==> src/rtl/multih_mod_if.sv <==
// multih_mod_if: bit-FIFO handshake, symbol strobes and I/Q sample bus of the multi-h CPM modulator
// master: drives strobes, bits, h_sync (and pn_sel); slave: the modulator.
// Option: MULTIH_MOD_PN15_EN adds pn_sel.
interface multih_mod_if;
  logic sym_en;
  logic sym2x_en;
  logic bit_in;
  logic bit_valid;
  logic bit_ready;
  logic h_sync;
  logic signed [17:0] i_out;
  logic signed [17:0] q_out;
  logic out_valid;
  logic h_idx;
  logic underflow;
`ifdef MULTIH_MOD_PN15_EN
  logic pn_sel;
  modport master(output sym_en, sym2x_en, bit_in, bit_valid, h_sync, pn_sel,
                 input bit_ready, i_out, q_out, out_valid, h_idx, underflow);
  modport slave(input sym_en, sym2x_en, bit_in, bit_valid, h_sync, pn_sel,
                output bit_ready, i_out, q_out, out_valid, h_idx, underflow);
`else
  modport master(output sym_en, sym2x_en, bit_in, bit_valid, h_sync,
                 input bit_ready, i_out, q_out, out_valid, h_idx, underflow);
  modport slave(input sym_en, sym2x_en, bit_in, bit_valid, h_sync,
                output bit_ready, i_out, q_out, out_valid, h_idx, underflow);
`endif
endinterface

==> src/rtl/multih_mod.sv <==
// multih_mod: binary multi-h CPM modulator (1REC, 2 samples/symbol), bit FIFO in, 18-bit I/Q out
// Ports: i_clk clock; i_rst_n async active-low reset; bus (multih_mod_if.slave):
//   sym_en/sym2x_en strobes, bit_in/bit_valid/bit_ready FIFO write side, h_sync index restart,
//   i_out/q_out/out_valid samples (2 clk after sym2x_en), h_idx current index, underflow sticky.
// Option: MULTIH_MOD_PN15_EN adds bus.pn_sel selecting a PN15 bit source instead of the FIFO.
module multih_mod #(
  parameter int H0 = 4,
  parameter int H1 = 5,
  parameter int AMPL = 131071,
  parameter int FDEPTH = 4
) (
  input logic i_clk,
  input logic i_rst_n,
  multih_mod_if.slave bus
);
  localparam int AW = FDEPTH > 1 ? $clog2(FDEPTH) : 1;
  localparam int CW = $clog2(FDEPTH + 1);
  logic [FDEPTH-1:0] r_fifo;
  logic [AW-1:0] r_wp, r_rp;
  logic [CW-1:0] r_cnt;
  logic r_dir, r_h, r_uf, r_v, r_ov;
  logic [5:0] r_phase;
  logic signed [17:0] r_i, r_q;
  logic w_empty, w_full, w_push, w_pop, w_bit, w_uf, w_dir, w_h;
  logic [5:0] w_step;
  // quarter-wave table, round(AMPL*sin(2*pi*k/64)); interior entries assume the default AMPL
  function automatic logic [16:0] quarter(input logic [4:0] k);
    case (k)
      5'd0: quarter = 17'd0;
      5'd1: quarter = 17'd12847;
      5'd2: quarter = 17'd25571;
      5'd3: quarter = 17'd38048;
      5'd4: quarter = 17'd50159;
      5'd5: quarter = 17'd61786;
      5'd6: quarter = 17'd72819;
      5'd7: quarter = 17'd83151;
      5'd8: quarter = 17'd92681;
      5'd9: quarter = 17'd101319;
      5'd10: quarter = 17'd108982;
      5'd11: quarter = 17'd115594;
      5'd12: quarter = 17'd121094;
      5'd13: quarter = 17'd125427;
      5'd14: quarter = 17'd128553;
      5'd15: quarter = 17'd130440;
      default: quarter = 17'(AMPL);
    endcase
  endfunction
  // odd quadrants mirror the index, the lower half-circle negates
  function automatic logic signed [17:0] sin_lut(input logic [5:0] p);
    logic [4:0] k;
    logic signed [17:0] m;
    k = p[4] ? 5'd16 - {1'b0, p[3:0]} : {1'b0, p[3:0]};
    m = $signed({1'b0, quarter(k)});
    sin_lut = p[5] ? -m : m;
  endfunction
  assign w_empty = r_cnt == '0;
  assign w_full = r_cnt == CW'(FDEPTH);
`ifdef MULTIH_MOD_PN15_EN
  logic [14:0] r_pn;
  assign w_pop = bus.sym_en & ~w_empty & ~bus.pn_sel;
  assign w_uf = bus.sym_en & w_empty & ~bus.pn_sel;
  assign w_bit = bus.pn_sel ? r_pn[14] : ~w_empty & r_fifo[r_rp];
  always_ff @(posedge i_clk or negedge i_rst_n)
    if (!i_rst_n) r_pn <= 15'h7fff;
    else if (bus.sym_en & bus.pn_sel) r_pn <= {r_pn[13:0], r_pn[14] ^ r_pn[13]};
`else
  assign w_pop = bus.sym_en & ~w_empty;
  assign w_uf = bus.sym_en & w_empty;
  assign w_bit = ~w_empty & r_fifo[r_rp];
`endif
  // a pop in the same cycle frees the slot a full FIFO needs for the write
  assign bus.bit_ready = ~w_full | w_pop;
  assign w_push = bus.bit_valid & bus.bit_ready;
  // a sym2x_en coincident with sym_en already steps with the new symbol's dir/index
  assign w_dir = bus.sym_en ? w_bit : r_dir;
  assign w_h = bus.sym_en ? ~bus.h_sync & ~r_h : r_h;
  assign w_step = w_h ? 6'(H1) : 6'(H0);
  always_ff @(posedge i_clk or negedge i_rst_n)
    if (!i_rst_n) begin
      r_fifo <= '0;
      r_wp <= '0;
      r_rp <= '0;
      r_cnt <= '0;
      r_dir <= 1'b1;
      r_h <= 1'b1;
      r_uf <= 1'b0;
      r_phase <= '0;
      r_v <= 1'b0;
      r_ov <= 1'b0;
      r_i <= '0;
      r_q <= '0;
    end else begin
      if (w_push) r_fifo[r_wp] <= bus.bit_in;
      r_wp <= r_wp + AW'(w_push);
      r_rp <= r_rp + AW'(w_pop);
      r_cnt <= r_cnt + CW'(w_push) - CW'(w_pop);
      if (bus.sym_en) begin
        r_dir <= w_bit;
        r_h <= w_h;
      end
      if (w_uf) r_uf <= 1'b1;
      if (bus.sym2x_en) r_phase <= w_dir ? r_phase + w_step : r_phase - w_step;
      r_v <= bus.sym2x_en;
      r_ov <= r_v;
      if (r_v) begin
        r_i <= sin_lut(r_phase + 6'd16);
        r_q <= sin_lut(r_phase);
      end
    end
  assign bus.i_out = r_i;
  assign bus.q_out = r_q;
  assign bus.out_valid = r_ov;
  assign bus.h_idx = r_h;
  assign bus.underflow = r_uf;
endmodule

==> src/flat_wrapper.sv <==
// flat-port wrapper written by rule: the top's interface ports become plain ports
module multih_mod_flat 
#(
  parameter int H0 = 4,
  parameter int H1 = 5,
  parameter int AMPL = 131071,
  parameter int FDEPTH = 4
)
  (i_clk, i_rst_n, bus_sym_en, bus_sym2x_en, bus_bit_in, bus_bit_valid, bus_h_sync, bus_bit_ready, bus_i_out, bus_q_out, bus_out_valid, bus_h_idx, bus_underflow);
  multih_mod_if bus_i ();
  input logic i_clk;
  input logic i_rst_n;
  input wire logic [$bits(bus_i.sym_en)-1:0] bus_sym_en;
  input wire logic [$bits(bus_i.sym2x_en)-1:0] bus_sym2x_en;
  input wire logic [$bits(bus_i.bit_in)-1:0] bus_bit_in;
  input wire logic [$bits(bus_i.bit_valid)-1:0] bus_bit_valid;
  input wire logic [$bits(bus_i.h_sync)-1:0] bus_h_sync;
  output wire logic [$bits(bus_i.bit_ready)-1:0] bus_bit_ready;
  output wire logic [$bits(bus_i.i_out)-1:0] bus_i_out;
  output wire logic [$bits(bus_i.q_out)-1:0] bus_q_out;
  output wire logic [$bits(bus_i.out_valid)-1:0] bus_out_valid;
  output wire logic [$bits(bus_i.h_idx)-1:0] bus_h_idx;
  output wire logic [$bits(bus_i.underflow)-1:0] bus_underflow;
  assign bus_i.sym_en = bus_sym_en;
  assign bus_i.sym2x_en = bus_sym2x_en;
  assign bus_i.bit_in = bus_bit_in;
  assign bus_i.bit_valid = bus_bit_valid;
  assign bus_i.h_sync = bus_h_sync;
  assign bus_bit_ready = bus_i.bit_ready;
  assign bus_i_out = bus_i.i_out;
  assign bus_q_out = bus_i.q_out;
  assign bus_out_valid = bus_i.out_valid;
  assign bus_h_idx = bus_i.h_idx;
  assign bus_underflow = bus_i.underflow;
  multih_mod #(.H0(H0), .H1(H1), .AMPL(AMPL), .FDEPTH(FDEPTH)) u_core (.i_clk(i_clk), .i_rst_n(i_rst_n), .bus(bus_i));
endmodule
==> config.mk <==
export PLATFORM = sky130hd
export DESIGN_NAME = multih_mod_flat
export DESIGN_NICKNAME = d
export VERILOG_FILES = /design/src/rtl/multih_mod_if.sv /design/src/rtl/multih_mod.sv /design/src/flat_wrapper.sv
export SDC_FILE = /design/constraint.sdc
export NUM_CORES = 1
export LEC_CHECK = 0
export ABC_CLOCK_PERIOD_IN_PS = 8100
export CELL_PAD_IN_SITES_DETAIL_PLACEMENT = 1
export CELL_PAD_IN_SITES_GLOBAL_PLACEMENT = 1
export CORE_MARGIN = 4
export CORE_UTILIZATION = 48
export CTS_CLUSTER_SIZE = 12
export DETAILED_ROUTE_END_ITERATION = 10
export PLACE_DENSITY_LB_ADDON = 0.1
export SYNTH_ARGS = -nofsm -noshare
export SYNTH_HDL_FRONTEND = slang
export SYNTH_SLANG_ARGS = --single-unit
==> constraint.sdc <==
create_clock -name i_clk -period 8.1 [get_ports i_clk]
set_clock_uncertainty 0.05 [all_clocks]
set_input_delay 1.215 -clock i_clk [delete_from_list [all_inputs] [get_ports i_clk]]
set_output_delay 1.215 -clock i_clk [all_outputs]
set_load 0.1 [all_outputs]
After elaboration in Yosys (flattened, before gate mapping)
Memory sizes are Yosys's and may differ from the RTL's. Index checks and enable logic that the tools add are counted.

Register bits after elaboration: 58. Bits in read-only memories: 544. Input port bits: 7. Logic and storage cells: 58. Memories: 2.

Memory list: (no name shown) (depth 16, bits a word 17, read ports 1, clocked after Yosys merged registers in 0, wr ports 0, line multih_mod.sv:28) `case (k)`; (no name shown) (depth 16, bits a word 17, read ports 1, clocked after Yosys merged registers in 0, wr ports 0, line multih_mod.sv:28).

$add $sub $neg: 11. $lt $le $gt $ge: 3. Equality and inequality tests: 1. Muxes and demuxes: 17. Bitwise logic cells: 10. Reductions and logical operators: 2.

Operators by type and width (number): $mux W17 (4); $mux W18 (2); $neg A17 Y18 (2); $mux W5 (2); $sub A5 B4 Y5 const A (2); $add A6 B5 Y6 const B (1); $add A6 B6 Y6 (1); $lt A2 B3 Y1 const B (2); $mux W6 (1); $sub A6 B6 Y6 (1); $and A1 B1 Y1 (5); $mux W1 (5); $add A2 B1 Y2 (2); $bwmux W4 (1); $not A1 Y1 (4); $add A3 B1 Y3 (1); $eq A3 B3 Y1 const B (1); $logic_not A3 Y1 (1); $sub A3 B1 Y3 (1); $bmux W1 S2 (1); $demux W1 S2 (1); $ge A2 B1 Y1 const B (1); $logic_and A1 B1 Y1 (1); $or A1 B1 Y1 (1).

Longest topological paths before layout
Gate-level depths: netlist of run 1. An unclocked memory read counts as a cell.

Word-level depth: 8. Depth in mapped cells: 19. Gate-level depth less buffers: 14.

Worst setup path before layout of run 1
No wires, ideal clock.

Kind: register to register. Start point: register u_core.r_phase[0]. End point: register u_core.r_i[10], in the netlist u_core.bus.i_out[10]. Setup time: 0.071 ns. Data arrival time: 4.734 ns. Required time: 7.979 ns. Path slack: 3.245 ns. Cell stages (with the launch flop): 19. Path buffers: 5. Period minus slack after synthesis: 4.855 ns. Cells stage by stage: dfrtp_1 > clkbuf_1 > inv_1 > ha_1 > buf_2 > mux2i_1 > inv_1 > ha_1 > clkbuf_1 > clkbuf_1 > or3_1 > a21oi_1 > ha_1 > inv_1 > a2111o_1 > or4_1 > clkbuf_1 > or3_1 > nand3_1.

Longest elaborated chain between the ends: 8.

Ends and longest elaborated chain: from (decl) (line multih_mod.sv:22) `logic [5:0] r_phase;`; from (signal assigned) (line multih_mod.sv:102) `if (bus.sym2x_en) r_phase <= w_dir ? r_phase + w_step : r_phase - w_step;`; $add A6 B5 Y6 (*) (line multih_mod.sv:106) `r_i <= sin_lut(r_phase + 6'd16);`; $sub A5 B4 Y5 (line multih_mod.sv:52) `k = p[4] ? 5'd16 - {1'b0, p[3:0]} : {1'b0, p[3:0]};`; $mux W5 (line multih_mod.sv:52); $mem_v2 Z16 W17; $mux W17 (line multih_mod.sv:28); $mux W17 (line multih_mod.sv:105) `if (r_v) begin`; $neg A17 Y18 (line multih_mod.sv:54) `sin_lut = p[5] ? -m : m;`; $mux W18 (*) (line multih_mod.sv:54); to (signal assigned) (line multih_mod.sv:106); to (decl) (line multih_mod.sv:23) `logic signed [17:0] r_i, r_q;`.

Every way passes the cells marked *; elsewhere a longest branch is shown, timed or not. The select of a mux whose other input is x is not followed. A chain may end at the register's enable or synchronous reset.

Worst setup path in the final report of run 1
Start point: register u_core.r_phase[1]. End point: register u_core.r_i[10], in the netlist u_core.bus.i_out[10].

Same word-level chain as after synthesis.

==> results.json, run 1 <==
{
  "place_hpwl_um": 11300,
  "grt.total_usage": 0.254,
  "synth.distinct_cells": 82,
  "grt_max_degree": 59,
  "clockRootBuffer": "clkbuf_8",
  "grt_pass1_wl_um": 25900,
  "critPathLaunchType": "flop",
  "slew_headroom": 0.301,
  "rsz0062_at_grt": "no",
  "stdcell_count": 766,
  "cts_tree": "done",
  "ctsHoldBuffers": 0,
  "cts_sinks": 58,
  "ioPinCount": 47,
  "wl_per_cell_um": 20.2,
  "die_x_um": 111,
  "dieHeight_um": 111,
  "io_buffers": 46,
  "synth_edf_count": 0,
  "drt_iter0_drc": 452,
  "fin_nets": 654,
  "area_growth_pct": 13.0,
  "required_ns": 8.33,
  "ys.flop_type": "dfrtp_1",
  "synth.yosys.seq_area_share": 0.288,
  "stdcell_area_um2": 5700,
  "start_util": 0.491,
  "hold_ws_ns": 0.415,
  "drv_cap": 0,
  "place_congestion": 0.888,
  "post_cts_buffers": 0,
  "fmax_mhz": 197,
  "cts_buffers": 9,
  "slew_viol_final": 0,
  "worst-path-buf-inv": 3,
  "antenna_found_initial": 0,
  "path_cells": "inv_1, ha_1, mux2i_1, inv_1, ha_1, or3_1, a21oi_1, ha_1, inv_1, a2111o_1, or4_1, or3_1, nand3_1",
  "syn_inst": 606,
  "fin_tns_setup_ns": 0,
  "syn-cell-area_um2": 5050,
  "vias_per_cell": 6.36,
  "htreeDepth": 3,
  "routed_wl_um": 15500,
  "finalHoldViolations": 0,
  "clk_pin_slew_ns": 0.08,
  "outcome": "complete, no violations",
  "grt_overflow": 0,
  "core-area_um2": 10300,
  "avgSynthCellArea_um2": 8.33,
  "finalSetupViolCount": 0,
  "hp-class": "flop to flop",
  "dr.pass1.iters": 5,
  "max_stage_delay_ns": 0.72,
  "arrival_ns": 5.32,
  "drc": 0,
  "fin_crit_sh": 0.628,
  "drive_gt1_frac": 0.100,
  "worst_pin_slew_ns": 1.04,
  "ant_nets": 0,
  "setup.worst_path.class": "flop to flop",
  "endpoint_kind": "flop",
  "grt_pass1_vias": 4846,
  "path_delay_family": "simple AND/OR/NAND/NOR gates",
  "clock_latency_ns": 0.35,
  "critPathMaxFanout": 18,
  "final_cell_mix": "dfrtp_1 (56), nor2_1 (48), nand2_1 (48)",
  "synth.net_count": 635,
  "mostFrequentLayoutCell": "dfrtp_1",
  "dp_cells": 750,
  "dieArea_um2": 12200,
  "period_minus_slack_ns": 5.09,
  "cts_resized": 0,
  "fillers": 1246,
  "cts_buffer_depth": 2,
  "async_flop_share": 1.00,
  "synth-warning-count": 0,
  "slowest_stage": "dfrtp_1",
  "vias": 4873,
  "rows": 37,
  "diodes": 0,
  "place_area_um2": 5500,
  "yosys_register_bits": 58
}
==> cell usage after synthesis, drive strengths merged (10+ instances only) <==
cell,n,share of area
dfrtp,56,0.28
nand2,48,0.036
nor2,48,0.036
o21ai,37,0.037
a21oi,35,0.035
clkbuf,25,0.019
inv,24,0.018
nand3,23,0.023
buf,22,0.029
ha,20,0.050
mux2,17,0.038
nor3,17,0.018
a22oi,15,0.022
o31ai,15,0.025
xnor2,12,0.021
a31oi,10,0.012
xor2,10,0.019
==> through the flow <==
step                 util  setup slack (ns)
finish              0.555              3.01
global route        0.555              2.60
CTS                 0.555              3.08
detailed placement  0.535              3.12
global placement    0.535              3.38
floorplan               -              3.25
==> registers in the layout, indices dropped and copies added (netlist names) <==
register              cells
u_core.bus.h_idx          1
u_core.bus.i_out         18
u_core.r_cnt              3
u_core.bus.underflow      1
u_core.r_rp               2
u_core.bus.out_valid      1
u_core.bus.q_out         18
u_core.r_dir              1
u_core.r_v                1
u_core.r_phase            6
u_core.r_wp               2
u_core.r_fifo             4
==> layout make-up <==
class	instances	area, um2	area share
clock buffer	11	151	0.0265
clock inverter	5	52.6	0.00921
inverter	25	93.8	0.0165
multi-input combinational	476	3260	0.571
sequential	58	1450	0.255
tap	136	170	0.0298
timing repair buffer	55	523	0.0917
==> routing by layer <==
metal  wire length [um]  global-route usage  up-vias
li1                   -                   -     2304
met1               7500               0.369     2431
met2               7170               0.397      123
met3                602              0.0395       15
met4                201              0.0632        0
met5                  0                   0        -
==> logic make-up (layout without fill, tap and decap cells) <==
kind of cell | count (synthesis) | in the layout | synth area share
compound gates | 200 | 200 | 0.280
xor+xnor | 22 | 22 | 0.0397
fa+ha+maj | 22 | 22 | 0.0575
buf+inv | 72 | 96 | 0.0664
flops | 58 | 58 | 0.288
mux | 24 | 24 | 0.0543
simple gates | 208 | 208 | 0.214
==> worst paths after layout <==
| check | start | to | slack, ns | cells after the start |
|---|---|---|---|---|
| max in group asynchronous | i_rst_n | u_core.bus.underflow | 6.50 | 2 |
| worst min register to register | u_core.bus.underflow | u_core.bus.underflow | 0.42 | 1 |
| worst max register to register | u_core.r_phase[1] | u_core.bus.i_out[10] | 3.01 | 13 |
| min in group asynchronous | i_rst_n | u_core.bus.i_out[10] | 0.95 | 2 |
| worst max-delay path | u_core.r_phase[1] | u_core.bus.i_out[10] | 3.01 | 13 |
| worst min-delay path | u_core.bus.underflow | u_core.bus.underflow | 0.42 | 1 |
Power of run 1 is left out: the tool's default activity adds up to more than one toggle a clock period on the data nets, which glitch-free logic cannot reach.
==> run 2, diff against run 1 <==
--- a/config.mk
+++ b/config.mk
@@ -5,11 +5,11 @@
 export SDC_FILE = /design/constraint.sdc
 export NUM_CORES = 1
 export LEC_CHECK = 0
-export ABC_CLOCK_PERIOD_IN_PS = 8100
+export ABC_CLOCK_PERIOD_IN_PS = 4400
 export CELL_PAD_IN_SITES_DETAIL_PLACEMENT = 1
 export CELL_PAD_IN_SITES_GLOBAL_PLACEMENT = 1
 export CORE_MARGIN = 4
-export CORE_UTILIZATION = 48
+export CORE_UTILIZATION = 40
 export CTS_CLUSTER_SIZE = 12
 export DETAILED_ROUTE_END_ITERATION = 10
 export PLACE_DENSITY_LB_ADDON = 0.1
==> constraint.sdc (replaced) <==
create_clock -name i_clk -period 4.4 [get_ports i_clk]
set_clock_uncertainty 0.05 [all_clocks]
set_input_delay 0.66 -clock i_clk [delete_from_list [all_inputs] [get_ports i_clk]]
set_output_delay 0.66 -clock i_clk [all_outputs]
set_load 0.1 [all_outputs]
==> run 2 against run 1 <==
  * Final area is 5.2% higher
  * Non-clock buffer count is 20 higher
  * Global-route usage is 1.2 points lower
  * Flip-flop and latch count stayed put
  * Critical path type unchanged
  * Critical endpoint unchanged
  * Highest routed layer unchanged
==> results.json, run 2 (same netlist as run 1, synthesis figures left out) <==
{
  "outcome": "complete, no violations",
  "vias_per_cell": 6.15,
  "finalHoldViolations": 0,
  "r2r_start": "u_core.r_phase[1]",
  "top_layer_used": "met4",
  "final_cell_mix": "dfrtp_1 (55), nand2_1 (48), nor2_1 (47)",
  "path_cells": "buf_4, nor3_1, o211a_1, nor2_1, or3_1, a21oi_2, ha_1, inv_1, a2111o_1, or4_1, or3_1, nand3_1",
  "place_hpwl_um": 12400,
  "setup.worst_path.class": "flop to flop",
  "core-area_um2": 12200,
  "wirelength_met1_um": 8000,
  "start_util": 0.415,
  "fin_tns_setup_ns": 0,
  "grt_max_degree": 42,
  "period_minus_slack_ns": 4.21,
  "critPathMaxFanout": 15,
  "slew_headroom": 0.341,
  "routed_wl_um": 17000,
  "rsz0062_at_grt": "no",
  "dieHeight_um": 120,
  "reg2regPathDepth": 12,
  "rows": 40,
  "worst_pin_slew_ns": 0.986,
  "wl_met3_um": 845,
  "cts_buffers": 9,
  "required_ns": 4.63,
  "grt_pass1_wl_um": 27800,
  "rr_endpoint": "u_core.bus.i_out[10]",
  "ant_nets": 0,
  "grt_pass1_vias": 5096,
  "ioPinCount": 47,
  "worst_slack_ns": 0.185,
  "diodes": 0,
  "area_growth_pct": 18.9,
  "drv_cap": 0,
  "dieArea_um2": 14500,
  "fin_crit_sh": 0.958,
  "wl_per_cell_um": 20.8,
  "vias": 5015,
  "htreeDepth": 3,
  "rrSetupSlack_ns": 0.19,
  "finalSetupViolCount": 0,
  "fin_nets": 674,
  "clock_latency_ns": 0.35,
  "fillers": 1460,
  "met2WireLength_um": 7820,
  "max_stage_delay_ns": 0.55,
  "slowest_stage": "nor3_1",
  "drc": 0,
  "clk_pin_slew_ns": 0.06,
  "clockRootBuffer": "clkbuf_16",
  "hp-class": "input pin to async pin",
  "place_congestion": 0.958,
  "drt_iter0_drc": 463,
  "cts_tree": "done",
  "fmax_mhz": 237,
  "endpoint_kind": "flop",
  "grt.total_usage": 0.242,
  "cts_buffer_depth": 2,
  "arrival_ns": 4.45,
  "slew_viol_final": 0,
  "antenna_found_initial": 0,
  "preCtsSetupSlack_ns": 0.220,
  "io_buffers": 46,
  "dr.pass1.iters": 5,
  "die_x_um": 120,
  "cts_sinks": 58,
  "critPathLaunchType": "flop",
  "drive_gt1_frac": 0.134,
  "grt_overflow": 0,
  "mostFrequentLayoutCell": "dfrtp_1",
  "ctsHoldBuffers": 0,
  "crit_top_cell": "or3_1"
}
==> run 2: cell types whose count changed in the layout (fill, tap and decap cells not counted), sizes merged <==
cell / change
clkinvlp: -1
buf: +21
clkinv: -1
clkdlybuf4s50: -1
==> run 2: worst max path at each step <==
stage / from / end / slack (ns) / cells after the start
floorplan: u_core.r_phase[1] / u_core.bus.i_out[10] / 0.03 / 18
global placement: u_core.r_phase[1] / u_core.bus.i_out[10] / 0.43 / 12
detailed placement: u_core.r_phase[0] / u_core.bus.i_out[10] / 0.22 / 15
CTS: u_core.r_phase[0] / u_core.bus.i_out[12] / 0.19 / 15
global route: u_core.r_phase[0] / u_core.bus.q_out[16] / 0.01 / 14
finish: u_core.r_phase[1] / u_core.bus.i_out[10] / 0.19 / 12
==> run 2: what timing repair did <==
item,4_1_cts,5_1_grt
setup endpoints to repair,0,5
setup buffers,0,2
resized for setup,0,1
==> run 2: worst max-delay path: cells and delay by family, from the launching register on <==
kind                       cells  cell delay (ns)
adders and majority gates      1             0.21
DFF                            1             0.37
buffers and inverters          2             0.26
and+or+nand+nor                6             2.14
AOI/OAI and AO/OA              3             1.12
==> run 2: routing by layer <==
layer	global-route usage	vias to the layer above
met5	0	-
met4	0.0765	0
met3	0.0477	25
met2	0.380	137
met1	0.337	2511
li1	-	2342
==> run 2: cell type report <==
cell class / count / area (um2) / share of cell area
clock buffers: 11 / 253 / 0.0421
well taps: 168 / 210 / 0.0350
inverters: 25 / 93.8 / 0.0156
multi-input cells: 476 / 3280 / 0.546
repair buffers: 75 / 671 / 0.112
flip-flops and latches: 58 / 1460 / 0.242
clock inverters: 3 / 40.0 / 0.00667
==> run 2: through the flow <==
step                      hold WS (ns)  area, um2  cells   util
after floorplan                  0.314       5070    606      -
after global placement           0.392       5690    800  0.468
after detailed placement         0.410       5690    800  0.468
after CTS                        0.211       5980    814  0.492
after global routing             0.238       6000    816  0.493
final                            0.217       6000    816  0.493
Power of run 2 is left out for the same reason.
==> run 3, diff against run 2 <==
--- a/config.mk
+++ b/config.mk
@@ -5,11 +5,12 @@
 export SDC_FILE = /design/constraint.sdc
 export NUM_CORES = 1
 export LEC_CHECK = 0
+export ABC_AREA = 1
 export ABC_CLOCK_PERIOD_IN_PS = 4400
 export CELL_PAD_IN_SITES_DETAIL_PLACEMENT = 1
 export CELL_PAD_IN_SITES_GLOBAL_PLACEMENT = 1
 export CORE_MARGIN = 4
-export CORE_UTILIZATION = 40
+export CORE_UTILIZATION = 37
 export CTS_CLUSTER_SIZE = 12
 export DETAILED_ROUTE_END_ITERATION = 10
 export PLACE_DENSITY_LB_ADDON = 0.1
==> run 3 against run 2 <==
  * Die area decreased by 0.26%
  * Flip-flop and latch count unchanged
  * Wire length decreased by 14%
  * Largest cell class unchanged
  * Final area decreased by 8.3%
  * Global-route usage decreased by 3.1 points
  * Hold slack improved by 0.13 ns
  * First-iteration DRC count decreased by 43%
  * Synthesized cell count increased by 23%
  * Highest routed layer unchanged
  * Critical endpoint is now u_core.bus.q_out[10]
==> results.json, run 3 <==
{
  "rows": 40,
  "ant_nets": 0,
  "preCtsSetupSlack_ns": 0.634,
  "clock_latency_ns": 0.34,
  "wl_per_cell_um": 15.2,
  "drv_cap": 0,
  "stdcell_count": 955,
  "core-area_um2": 12200,
  "finalSetupViolCount": 0,
  "arrival_ns": 3.75,
  "diodes": 0,
  "synth_edf_count": 0,
  "worst_slack_ns": 0.823,
  "period_minus_slack_ns": 3.58,
  "htreeDepth": 3,
  "grt_pass1_wl_um": 24900,
  "area_growth_pct": 18.2,
  "antenna_found_initial": 0,
  "dr.pass1.iters": 4,
  "drive_gt1_frac": 0.0546,
  "seqCellArea_um2": 1450,
  "ctsHoldBuffers": 0,
  "cts_buffer_depth": 2,
  "synth_common_cells": "nand2_1 (316), nand3_1 (104), inv_1 (62), nor2_1 (62), dfrtp_1 (56)",
  "worst_pin_slew_ns": 1.11,
  "fin_crit_sh": 0.813,
  "ys.flop_type": "dfrtp_1",
  "setup.worst_path.class": "flop to flop",
  "outcome": "complete, no violations",
  "grt_pass1_vias": 4907,
  "finalHoldViolations": 0,
  "dieArea_um2": 14400,
  "final_cell_mix": "nand2_1 (316), nand3_1 (104), inv_1 (62), nor2_1 (62), dfrtp_1 (56)",
  "slowest_stage": "dfrtp_1",
  "routed_wl_um": 14500,
  "io_buffers": 46,
  "drc": 0,
  "fin_tns_setup_ns": 0,
  "start_util": 0.383,
  "fin_nets": 812,
  "clockRootBuffer": "clkbuf_16",
  "avgSynthCellArea_um2": 6.25,
  "rr_endpoint": "u_core.bus.q_out[10]",
  "cts_tree": "done",
  "syn_inst": 745,
  "grt_overflow": 0,
  "cts_resized": 0,
  "hold_ws_ns": 0.348,
  "cts_buffers": 9,
  "vias": 4848,
  "multi_input_area_um2": 2820,
  "grt_max_degree": 42,
  "clk_pin_slew_ns": 0.05,
  "mostFrequentLayoutCell": "nand2_1",
  "critPathLaunchType": "flop",
  "r2r_start": "u_core.r_phase[0]",
  "synth.yosys.seq_area_share": 0.312,
  "ioPinCount": 47,
  "yosysTopAreaCellShare": 0.301,
  "cts_sinks": 58,
  "syn-cell-area_um2": 4660,
  "path_cells": "inv_2, ha_1, nand2_1, o21ai_0, ha_1, nand3_1, nand2_1, nand2_1, nand2_1, nor2_2, ha_1, nand3_1, nand2_2, nand2_1, inv_1, nand3_1, nand3_1, nand2_1",
  "async_flop_share": 1.00,
  "crit_top_cell": "nand2_1",
  "slew_viol_final": 0,
  "dieHeight_um": 120,
  "synth_area_leaders": "dfrtp_1 (30%), nand2_1 (25%), nand3_1 (11%), ha_1 (5.4%), inv_1 (5.0%)",
  "max_stage_delay_ns": 0.63,
  "dp_cells": 940,
  "post_cts_buffers": 0,
  "place_hpwl_um": 11400,
  "critPathMaxFanout": 13,
  "yosys_register_bits": 58,
  "synth.net_count": 774,
  "hp-class": "input pin to async pin",
  "fillers": 1665,
  "place_congestion": 0.928,
  "yosysMostFrequentCell": "nand2_1",
  "slew_headroom": 0.257,
  "die_x_um": 120,
  "grt.total_usage": 0.212,
  "rsz0062_at_grt": "no",
  "rrSetupSlack_ns": 0.82,
  "drt_iter0_drc": 262,
  "synth_top_area_cell": "dfrtp_1",
  "synth-warning-count": 0,
  "fmax_mhz": 280,
  "synth.distinct_cells": 37,
  "vias_per_cell": 5.08,
  "endpoint_kind": "flop",
  "required_ns": 4.57,
  "reg2regPathDepth": 18
}
## run 3: cell types whose count changed after synthesis, sizes merged, moves of 16 or more
cell | previous run | this run
clkbuf | 25 | 7
nand3 | 23 | 108
nor3 | 17 | 1
a21oi | 35 | 8
nor2 | 48 | 66
inv | 24 | 66
mux2 | 17 | 0
nand2 | 48 | 325
## run 3: worst max-delay path by stage
stage,startpoint,endpoint,slack [ns],depth (start not counted)
6_report,u_core.r_phase[0],u_core.bus.q_out[10],0.82,18
5_1_grt,u_core.r_phase[0],u_core.bus.q_out[12],0.48,18
4_1_cts,u_core.r_phase[0],u_core.bus.q_out[10],0.83,18
3_5_place_dp,bus_sym_en,u_core.r_phase[5],0.63,18
3_3_place_gp,bus_sym_en,u_core.r_phase[5],0.83,18
2_1_floorplan,bus_sym_en,u_core.r_cnt[2],1.10,8
## run 3: through the flow
stage / area [um2] / utilization
after CTS: 5500 / 0.453
after floorplan: 4660 / -
final: 5500 / 0.453
after global placement: 5220 / 0.429
after global routing: 5500 / 0.453
after detailed placement: 5220 / 0.429
## run 3: worst max-delay path, delay by kind of cell (launching register included)
kind / cells / cell delay, ns
compound gates: 1 / 0.26
fa+ha+maj: 3 / 1.02
buf+inv: 2 / 0.31
flops: 1 / 0.63
simple gates: 12 / 1.21
## run 3: metal layers
metal / wire (um) / global-route usage / up-vias
met5: 0 / 0 / -
met4: 208 / 0.0580 / 0
met3: 440 / 0.0285 / 15
met2: 6620 / 0.344 / 80
met1: 7250 / 0.295 / 2321
li1: - / - / 2432
## run 3: logic make-up (layout without fill, tap and decap cells)
logic type / after synthesis / in the layout / share of synthesized area
AND/OR/NAND/NOR: 510 / 510 / 0.458
flip-flops: 58 / 58 / 0.312
multiplexers: 1 / 1 / 0.00215
buffers and inverters: 90 / 132 / 0.0817
XOR/XNOR: 12 / 12 / 0.0226
AO/OA/AOI/OAI: 52 / 52 / 0.0607
adder cells (fa/ha/maj): 22 / 22 / 0.0623
## run 3: final cells by class
type	count	area share
flip-flops and latches	58	0.264
clock inverters	3	0.00727
inverters	68	0.0464
repair buffers	49	0.0864
multi-input cells	597	0.513
well taps	168	0.0382
clock buffers	12	0.0448
Power of run 3 is left out for the same reason.
